--- src/rtl/parity_word_checker_pkg.sv ---
`default_nettype none
// ============================================================================
// Module  : parity_word_checker_pkg
// Brief   : Shared buffer-state encodings and parity selector constants.
// Revision: 1.0
// ============================================================================
package parity_word_checker_pkg;

    typedef enum logic [1:0] {
        EMPTY = 2'd0,
        ONE   = 2'd1,
        TWO   = 2'd2
    } buf_state_t;

    // Padded to 32 bits so a plain "EVEN"/"ODD" override compares cleanly.
    localparam logic [31:0] PARITY_EVEN = "EVEN";
    localparam logic [31:0] PARITY_ODD  = {8'h00, "ODD"};

endpackage
`default_nettype wire

--- src/rtl/parity_word_checker_skid.sv ---
`default_nettype none
// ============================================================================
// Module  : parity_word_checker_skid
// Brief   : Two-entry ready/valid skid buffer; full throughput, in_ready is a
//           decode of registered state only.
// Revision: 1.0
// ============================================================================
module parity_word_checker_skid
    import parity_word_checker_pkg::*;
#(
    parameter int WIDTH = 9
) (
    input  logic             clock,
    input  logic             reset_n,
    input  logic             in_valid,
    output logic             in_ready,
    input  logic [WIDTH-1:0] in_data,
    output logic             out_valid,
    input  logic             out_ready,
    output logic [WIDTH-1:0] out_data
);

    buf_state_t       r_state;
    buf_state_t       w_state_next;
    logic [WIDTH-1:0] r_head;
    logic [WIDTH-1:0] r_skid;
    logic [WIDTH-1:0] w_head_next;
    logic [WIDTH-1:0] w_skid_next;
    logic             w_in_xfer;
    logic             w_out_xfer;

    assign in_ready   = (r_state != TWO);
    assign out_valid  = (r_state != EMPTY);
    assign out_data   = r_head;
    assign w_in_xfer  = in_valid & in_ready;
    assign w_out_xfer = out_valid & out_ready;

    always_ff @(posedge clock or negedge reset_n) begin
        if (!reset_n) begin
            r_state <= EMPTY;
            r_head  <= '0;
            r_skid  <= '0;
        end else begin
            r_state <= w_state_next;
            r_head  <= w_head_next;
            r_skid  <= w_skid_next;
        end
    end

    always_comb begin
        w_state_next = r_state;
        w_head_next  = r_head;
        w_skid_next  = r_skid;
        case (r_state)
            EMPTY: begin
                if (w_in_xfer) begin
                    w_state_next = ONE;
                    w_head_next  = in_data;
                end
            end
            ONE: begin
                case ({w_in_xfer, w_out_xfer})
                    2'b10: begin
                        w_state_next = TWO;
                        w_skid_next  = in_data;
                    end
                    2'b11:   w_head_next  = in_data;
                    2'b01:   w_state_next = EMPTY;
                    default: w_state_next = ONE;
                endcase
            end
            TWO: begin
                // Input is blocked here, so only the drain edge matters.
                if (w_out_xfer) begin
                    w_state_next = ONE;
                    w_head_next  = r_skid;
                end
            end
            default: w_state_next = EMPTY;
        endcase
    end

endmodule
`default_nettype wire

--- config.mk ---
export PLATFORM = sky130hd
export DESIGN_NAME = parity_word_checker_skid
export DESIGN_NICKNAME = d
export VERILOG_FILES = /design/src/rtl/parity_word_checker_pkg.sv /design/src/rtl/parity_word_checker_skid.sv
export SDC_FILE = /design/constraint.sdc
export NUM_CORES = 1
export LEC_CHECK = 0
export CAP_MARGIN = 20
export CORE_MARGIN = 2
export CORE_UTILIZATION = 40
export DETAILED_ROUTE_END_ITERATION = 10
export DONT_BUFFER_PORTS = 1
export PLACE_DENSITY = 0.62
export SLEW_MARGIN = 20
export SYNTH_ARGS = -nofsm -noshare
export SYNTH_HDL_FRONTEND = slang
export SYNTH_SLANG_ARGS = --single-unit
--- constraint.sdc ---
create_clock -name clock -period 3.4 [get_ports clock]
set_input_delay 0.68 -clock clock [delete_from_list [all_inputs] [get_ports clock]]
set_output_delay 0.68 -clock clock [all_outputs]
set_load 0.01 [all_outputs]
# Word level (Yosys, flattened, before mapping)
# Cells that the tools add are included.
[totals]
word_cells = 29
in_bits = 13
output_inout_bits = 11
reg_bits = 20
[classes]
bitwise = 2
n_reduce_logical = 6
n_mux = 8
eq_ne = 10
[op_table]
columns = ["op", "count"]
rows = [
  ["$mux 9", 3],
  ["$pmux 9 s3", 1],
  ["$pmux 2 s3", 2],
  ["$ne 2x2->1 const B", 4],
  ["$eq 2x2->1 const B", 3],
  ["$eq 2x1->1 const B", 2],
  ["$mux 2", 2],
  ["$reduce_and 4->1", 1],
  ["$reduce_and 3->1", 1],
  ["$reduce_bool 3->1", 1],
  ["$and 1x1->1", 2],
  ["$logic_not 2->1", 1],
  ["$ne 2x1->1 const B", 1],
  ["$reduce_and 2->1", 1],
  ["$reduce_bool 2->1", 1],
]

# Depth between registers and ports, before layout
[depth]
ltp_word = 5
mapped_depth = 8
ltp_nobuf = 7

# Least setup slack after synthesis
# No wires, ideal clock.
[synth_timing]
kind = "flip-flop to flip-flop"
from = "register r_state[0]"
to = "register r_head[6] (netlist: out_data[6])"
required_ps = 3275
setup_ps = 125
arrival_ps = 1666
slack_ps = 1609
stages_incl_launch_ff = 6
n_path_buf = 0
synth_period_minus_slack_ps = 1791
cell_sequence = "dfrtp_1 or2_2 and2_1 ha_1 o2bb2ai_4 mux2_4"
[synth_via]
elab_chain_len = 5
[synth_lines]
columns = ["item", "line", "text"]
rows = [
  ["start: declaration", "parity_word_checker_skid.sv:23", "buf_state_t r_state;"],
  ["start signal: assignment", "parity_word_checker_skid.sv:44", "r_state <= w_state_next;"],
  ["$reduce_bool 2->1 *", "parity_word_checker_skid.sv:33", "assign out_valid = (r_state != EMPTY);"],
  ["via out_valid", "parity_word_checker_skid.sv:18", "output logic out_valid,"],
  ["$and 1x1->1 *", "parity_word_checker_skid.sv:36", "assign w_out_xfer = out_valid & out_ready;"],
  ["$eq 2x2->1", "parity_word_checker_skid.sv:62", "case ({w_in_xfer, w_out_xfer})"],
  ["$ne 2x1->1 (no line)", "--", ""],
  ["$reduce_and 4->1 (no line) *", "--", ""],
  ["end signal: assignment", "parity_word_checker_skid.sv:45", "r_head <= w_head_next;"],
  ["end: declaration", "parity_word_checker_skid.sv:25", "logic [WIDTH-1:0] r_head;"],
]
# Mark *: on every way through the listed nets, which the timed path passes. The rest lies on a longest branch.
# A chain may end at the register's enable or synchronous reset.

# Final worst setup path
[layout_timing]
from = "register r_state[0]"
to = "register r_head[6] (netlist: out_data[6])"
[layout_via]
elab_chain_len = 5
[layout_lines]
columns = ["item", "line", "text"]
rows = [
  ["$ne 2x2->1 *", "parity_word_checker_skid.sv:32", "assign in_ready = (r_state != TWO);"],
  ["via in_ready", "parity_word_checker_skid.sv:16", "output logic in_ready,"],
  ["$and 1x1->1 *", "parity_word_checker_skid.sv:35", "assign w_in_xfer = in_valid & in_ready;"],
  ["$eq 2x2->1", "parity_word_checker_skid.sv:62", ""],
  ["$ne 2x1->1 (no line)", "--", ""],
  ["$reduce_and 4->1 (no line) *", "--", ""],
]
# Marks and branches as above.

==> flow_summary.ini <==
[finish]
layout-drive-gt1-share_pct = 56.72
area_growth_pct = 7.933
nNetsFinal = 83
diodes = 0
final_core_util_pct = 46.50

[worst_setup_path]
cp-start-kind = register
cp_data_required_time_ns = 3.60
path_cells = nor2b_2 -> inv_6 -> and2_2 -> ha_1 -> o2bb2ai_4 -> mux2_4
r2r-end = out_data[6]
crit_fanout = 9
worstSetupEndpointType = register
startpoint = r_state[0]
cp_slowest_cell = nor2b_2
r2r.worst_path.cells = 6
crit_end = out_data[6]
path_class = reg2reg
r2r-start = r_state[0]
cp_slowest_stage_delay_ns = 0.51
rrSetupSlack_ns = 1.24
arrival_ns = 2.36

[power]
pwr_density_cell_nw_per_um2 = 966.1
vdd_drop_max_uv = 462.0
power.leakage_uw = 0.0004392

[timing]
fin_tns_setup_ns = 0
min_period_ns = 2.159
skew_ns = 0.01255
max-slew-margin-rel_pct = 60.23
fin_crit_sh_pct = 63.49
timing.fmax_ghz = 0.4632
drv_slew = 0
tightest_slew_ns = 0.5939
finalSetupViolCount = 0
hold_violations = 0
rsz0062_at_grt = false
holdWs_ns = 0.04919

[logic_synthesis]
synth_fa_ha_area_share_pct = 2.601
synth-xor-area-share_pct = 0
syn_area_um2 = 962.2
syn-num-nets = 79
synth_top_family_by_area = multiplexers
synth-seq-cells = 20
synthCells = 64
synth.distinct_cells = 17
syn_area_per_cell_um2 = 15.03
ys_seq_area_share_pct = 52.02
synth_compound_area_share_pct = 4.551
synthMuxAreaShare_pct = 33.42
ys_warn_count = 0
yosys.area_share.simple_pct = 4.551

[global_routing]
grt-ovfl-total = 0
antenna_found_initial = 0
grt_pass1_vias = 505
grt_start_max_net_pins = 21
grt_pass1_wl_um = 2352
grt_usage_pct = 12.31

[hold_path]
hp-class = in2async

[clock_network]
ctsHoldBuffers = 0
cts.sinks = 20
htreeDepth = 1
post_cts_buffers = 0
clockRootBuffer = clkbuf_4
cts_tree = done
insertion_delay_ns = 0.30
post_cts_resized = 0
clkTransAtPathRegs_ns = 0.12
clk_path_buf_depth = 2
cts_buffers = 3

[status]
status = finished clean

[floorplan]
coreArea_um2 = 2233
die_y_um = 53.05
floorplan.initialDensity_pct = 43.08
std_cell_rows = 17
pin_count = 24
dieWidth_um = 53.05
dieArea_um2 = 2814

[detailed_routing]
drc = 0
viasPerCell = 5.168
wl_per_cell_um = 15.85
via_count = 491
drt_iter0_markers = 1
routed_wirelength_um = 1506
drtAntennaViolNets = 0
first_pass_iters = 4

[placed_design]
dp_hpwl_um = 1124
port_buffers = 0
place_congestion = 0.6435

[flow_run]
maxCapViolCount = 0
==> worst min-delay path by stage <==
stage,cells after the start,slack (ns),start,endpoint
3_5_place_dp,0,0.38,reset_n,r_skid[4]
6_report,0,0.05,reset_n,out_data[7]
2_1_floorplan,0,0.38,reset_n,out_data[0]
4_1_cts,0,0.04,reset_n,out_data[7]
3_3_place_gp,0,0.38,reset_n,out_data[4]
5_1_grt,0,0.03,reset_n,out_data[7]
==> cells in the final DEF, fill, tap and decap left out, types with 2 or more instances in the layout <==
master / Yosys / routed
ha_1: 2 / 2
inv_1: 2 / 2
mux2_4: 2 / 2
dfrtp_1: 20 / 20
o21ai_0: 2 / 2
clkbuf_4: 0 / 3
mux2_2: 25 / 25
==> area by class of cell <==
class / instances / area, µm²
sequential: 20 / 500.5
tap: 28 / 35.03
fill: 210 / 1195
inverter: 3 / 16.27
clock inverter: 1 / 30.03
multi-input combinational: 40 / 434.2
clock buffer: 3 / 22.52
==> layer usage <==
| metal | routed length, µm | up-vias | GRT usage (%) |
|---|---|---|---|
| met5 | 0 | - | 0 |
| met4 | 17 | 0 | 7.692 |
| met3 | 119 | 2 | 4.237 |
| met2 | 689 | 17 | 17.92 |
| met1 | 679 | 243 | 15.54 |
| li1 | - | 229 | - |
==> cell usage after synthesis, drive strengths merged <==
cell type / instances / area (µm²)
and2: 2 / 13.77
and2b: 1 / 8.760
buf: 1 / 11.26
dfrtp: 20 / 500.5
ha: 2 / 25.02
inv: 3 / 16.27
mux2: 27 / 311.5
mux2i: 1 / 10.01
nand2: 1 / 6.260
nor2b: 1 / 8.760
o21ai: 2 / 10.01
o22ai: 1 / 6.260
o2bb2ai: 1 / 27.53
or2: 1 / 6.260
==> cell families (layout without fill, tap and decap cells) <==
family,count (synthesis),in the layout
buf+inv,4,7
compound gates,4,4
simple gates,6,6
flops,20,20
mux,28,28
fa+ha+maj,2,2
==> worst max-delay path, delay by kind of cell (launching register included) <==
family | cells | cell delay (ns)
adders and majority gates | 1 | 0.24
muxes | 1 | 0.33
buffers and inverters | 1 | 0.07
and+or+nand+nor | 2 | 0.74
DFF | 1 | 0.46
AOI/OAI and AO/OA | 1 | 0.22
==> metrics by stage <==
stage               setup WS [ns]  cell area [µm²]  power (µW)  std cells
global placement            1.280            985.9       812.8         91
global route                1.128             1039        1068         95
CTS                         1.206             1039        1020         95
floorplan                   1.609            962.2       766.7         64
finish                      1.241             1039        1003         95
detailed placement          1.212            985.9       826.7         91
==> flip-flops by register name, summed over array words and instances (netlist names) <==
signal    flops
r_skid        9
r_state       2
out_data      9
==> power by group <==
group | leakage, µW | internal, µW | switching (µW)
registers | 0.000238 | 361 | 99.8
logic | 0.000173 | 210 | 139
clock network | 0.0000279 | 119 | 74.2
(Power assumes the default switching activity.)
==> variant 1: new RTL, config.mk and constraints unchanged <==
Make the reset (`reset_n`) synchronous in one clocked block.
--- a/src/rtl/parity_word_checker_skid.sv
+++ b/src/rtl/parity_word_checker_skid.sv
@@ -35,7 +35,7 @@
     assign w_in_xfer  = in_valid & in_ready;
     assign w_out_xfer = out_valid & out_ready;
 
-    always_ff @(posedge clock or negedge reset_n) begin
+    always_ff @(posedge clock) begin
         if (!reset_n) begin
             r_state <= EMPTY;
             r_head  <= '0;
Behaviour: differs if reset_n is asserted again (counterexample within 4 cycles, from zero or initial values and one cycle with reset_n low); with reset_n held inactive, the same outputs for 10 cycles.
==> variant 1 against the original RTL <==
  * Count of clock-buffer cells in the layout grew 1
  * Routed wire length grew 19%
  * Via count grew 31%
  * Area after synthesis shrank 2.6%
  * Sequential share of layout area shrank 6.6 points
  * Setup slack gained 0.097 ns
  * Hold slack gained 0.46 ns
  * Final area shrank 7.2%
  * Sequential cell count is the same
  * First-iteration DRC count grew to 7.0 times the old value
  * Critical path type unchanged
  * Critical endpoint is now out_data[3]
  * Highest routed layer unchanged
Power is not compared: it rests on default switching activity, and its combinational part moved more than twofold at a synthesized area within 25%.
==> variant 1: results (changes against the original RTL) <==
worst endpoint data arrival time 2.27 ns (-0.09 ns); Placed Cells 113 (+24%); clock skew 0.009856 ns (-0.002693 ns); first-pass GRT wire length 2939 µm (+25%); share of cells above drive strength 1 8.989% (-48 points); DR WL met3 94 µm (-21%); Max-slew headroom 56.13% (-4.1 points); top cells by area, synth dfxtp_1 43%, mux2i_1 19%, a211oi_1 14%, nor2_1 4.4%, ha_1 2.7%; ys flop type dfxtp_1; M1 WL 798 µm (+18%); Synth cell types 20 (+3); fill count 225 (+7.1%); dpl ws 1.361 ns (+0.1492 ns); final cell count without fillers 117 (+23%); routability cong. 0.7257 (+13%); worst min path class reg2reg; cells after synthesis 92 (+44%); async set-reset flop share out of synthesis 0% (-100 points); post-synthesis sequential area ratio 42.72% (-9.3 points); final period utilization 60.64% (-2.8 points); status finished, final reports clean; Synth Area in Compound Gates 16.96% (+12 points); vias in the first global route 623 (+23%); placed inst area 927.1 µm² (-6.0%); GRT Util Overall 14.62% (+2.3 points)
variant 1: changes by cell type after synthesis, moves of 3 or more:
cell / before / now
mux2_2: 25 / 1
dfrtp_1: 20 / 0
dfxtp_1: 0 / 20
a211oi_1: 0 / 18
mux2i_1: 1 / 18
nor2_1: 0 / 11
buf_2: 0 / 3
variant 1: where the power goes:
part	leakage (µW)	internal, µW	total (µW)	switching (µW)
Sequential	0.000164	252	270	17.5
Clock	0.0000210	65.2	133	68.0
Combinational	0.000288	31.9	70.5	38.5
Total	0.000473	349	473	124
variant 1: cell type report:
type | instances | area share, %
inverter | 3 | 1.169
timing repair buffer | 1 | 0.7792
clock buffer | 4 | 3.766
multi-input combinational | 61 | 49.09
sequential | 20 | 41.56
tap | 28 | 3.636
variant 1: per-layer routing:
metal / vias up / track usage (%)
li1: 325 / -
met1: 304 / 18.83
met2: 10 / 22.50
met3: 2 / 4.286
met4: 0 / 6.410
met5: - / 0
variant 1: path summary, 6_finish.rpt:
check / from / end / cells after the start
hold reg to reg: r_skid[6] / r_skid[6] / 2
setup reg to reg: r_state[0] / out_data[3] / 6
setup / recovery: r_state[0] / out_data[3] / 6
hold / removal: r_skid[6] / r_skid[6] / 2
variant 1: kinds of logic (layout without fill, tap and decap cells):
| logic type | count (synthesis) | in the layout |
|---|---|---|
| buffers and inverters | 11 | 8 |
| muxes | 19 | 19 |
| and+or+nand+nor | 19 | 19 |
| AOI/OAI and AO/OA | 21 | 21 |
| DFF | 20 | 20 |
| adders and majority gates | 2 | 2 |
variant 1: critical path, delay by kind of cell, from the launching register on:
family          cells  cell delay [ns]
simple gates        3             0.82
compound gates      2             0.57
flops               1             0.36
fa+ha+maj           1             0.21
==> variant 2: new RTL, same settings <==
Without the edit above. The parameter `WIDTH` goes from 9 to 18.
--- a/src/rtl/parity_word_checker_skid.sv
+++ b/src/rtl/parity_word_checker_skid.sv
@@ -8,7 +8,7 @@
 module parity_word_checker_skid
     import parity_word_checker_pkg::*;
 #(
-    parameter int WIDTH = 9
+    parameter int WIDTH = 18
 ) (
     input  logic             clock,
     input  logic             reset_n,
Ports: changed (resized in_data and out_data); port bits go from 24 to 42. The function was not compared with the original's and may differ.
==> variant 2 against the original RTL <==
  * Setup slack got worse by 0.36 ns
  * Total power up 84%
  * Area after synthesis up 76%
  * Routed wire length up 120%
  * Via count rose by 100%
  * First-iteration DRC count rose to 37 times the old value
  * Hold slack improved by 0.031 ns
  * Combinational power is 76% higher
  * Sequential cell count up 18
  * Final area grew 73%
  * Clock power grew 83%
  * Critical path type unchanged
  * Highest routed layer unchanged
==> variant 2: results (changes against the original RTL) <==
status finished, final reports clean; total CTS buffers 5 (+2); vias per inst 5.928 (+15%); syn_area_per_cell 14.45 µm² (-3.9%); Placed Cells 158 (+74%); Synth cell types 19 (+2); WL/cell 19.61 µm (+24%); Leak Pwr 0.0007012 µW (+60%); largest net degree at the start of global routing 39 (+86%); worst IR drop on VDD 0.2992 mV (-35%); DR WL met3 264 µm (+120%); clock skew 0.004695 ns (-0.007854 ns); H-tree depth 2 (+1); vias 984 (+100%); HPWL Detailed 2085 µm (+85%); top cells by area, synth dfrtp_1 56%, mux2_2 12%, o21a_1 8.0%, o32a_1 6.5%, o32a_2 4.7%; first-pass GRT wire length 5382 µm (+130%); Area Overhead vs Synth 6.070%; Clock Tree Root clkbuf_8; met3 global-route usage 7.310% (+3.1 points); post-synthesis sequential area ratio 56.25% (+4.2 points); Worst-Margin Slew 0.9632 ns (+0.3693 ns); ys flop type dfrtp_1; worst endpoint data arrival time 2.68 ns (+0.32 ns); dpl ws 0.8730 ns (-0.3385 ns); routability cong. 0.7458 (+16%); # diodes 0 (unchanged); M1 WL 1366 µm (+100%); share of cells above drive strength 1 31.90% (-25 points); met1 Use GR 17.21% (+1.7 points); mux share of post-synthesis cell area 13.92% (-20 points); top fanout value on the critical path 19 (+10); Mapped Nets 141 (+78%); vias in the first global route 1050 (+110%); Initial DRC Count 37 (+36); #FFs+latches synth 38 (+90%); Synth Warn # 0 (unchanged); Detail Route met2 WL 1572 µm (+130%); async set-reset flop share out of synthesis 100.0% (unchanged); adder-cell area share of the yosys netlist 1.480% (-1.1 points); clk_lat worst skew 0.28 ns (-0.02 ns); Synth Area in Compound Gates 20.80% (+16 points); Synth top cells by count 38 x dfrtp_1, 18 x mux2_2, 18 x o21a_1; fill count 366 (+74%)
variant 2: cell types whose count changed after synthesis, sizes merged, moves of 2 or more:
cell / before / now
buf: 1 / 7
clkbuf: 0 / 3
dfrtp: 20 / 38
inv: 3 / 1
mux2: 27 / 18
nand2b: 0 / 2
nand3b: 0 / 2
o21a: 0 / 18
o32a: 0 / 18
variant 2: path summary, 6_finish.rpt:
kind / start / end / slack [ns] / depth (start not counted)
worst max-delay path: r_state[0] / r_skid[5] / 0.88 / 6
worst min-delay path: reset_n / out_data[10] / 0.08 / 0
worst max register to register: r_state[0] / r_skid[5] / 0.88 / 6
worst min register to register: r_skid[7] / r_skid[7] / 0.51 / 1
max in group asynchronous: reset_n / r_skid[8] / 3.23 / 0
min in group clock: out_ready / r_state[1] / 0.51 / 1
variant 2: critical path: stages, from the launching register on:
cell and delay [ns]:
dfrtp_1 0.46, or2_2 0.35, and2_1 0.18, inv_1 0.06, ha_1 0.15, nand3b_1 0.66
mux2_2 0.54
variant 2: layout make-up:
| type | count | area share [%] |
|---|---|---|
| Inverter | 1 | 0.2094 |
| Timing Repair Buffer | 1 | 0.4187 |
| Tap cell | 50 | 3.489 |
| Multi-Input combinational cell | 68 | 36.71 |
| Sequential cell | 38 | 53.04 |
| Clock buffer | 8 | 6.141 |
variant 2: kinds of logic (layout without fill, tap and decap cells):
| logic type | after synthesis | count (layout) |
|---|---|---|
| compound gates | 39 | 39 |
| fa+ha+maj | 2 | 2 |
| buf+inv | 11 | 10 |
| flops | 38 | 38 |
| mux | 20 | 20 |
| simple gates | 7 | 7 |
variant 2: power by group:
part / leakage, µW / total (µW) / internal, µW / switching (µW)
combinational: 0.000206 / 614 / 341 / 273
clock: 0.0000575 / 354 / 205 / 150
sequential: 0.000437 / 879 / 686 / 192
total: 0.000701 / 1850 / 1230 / 615
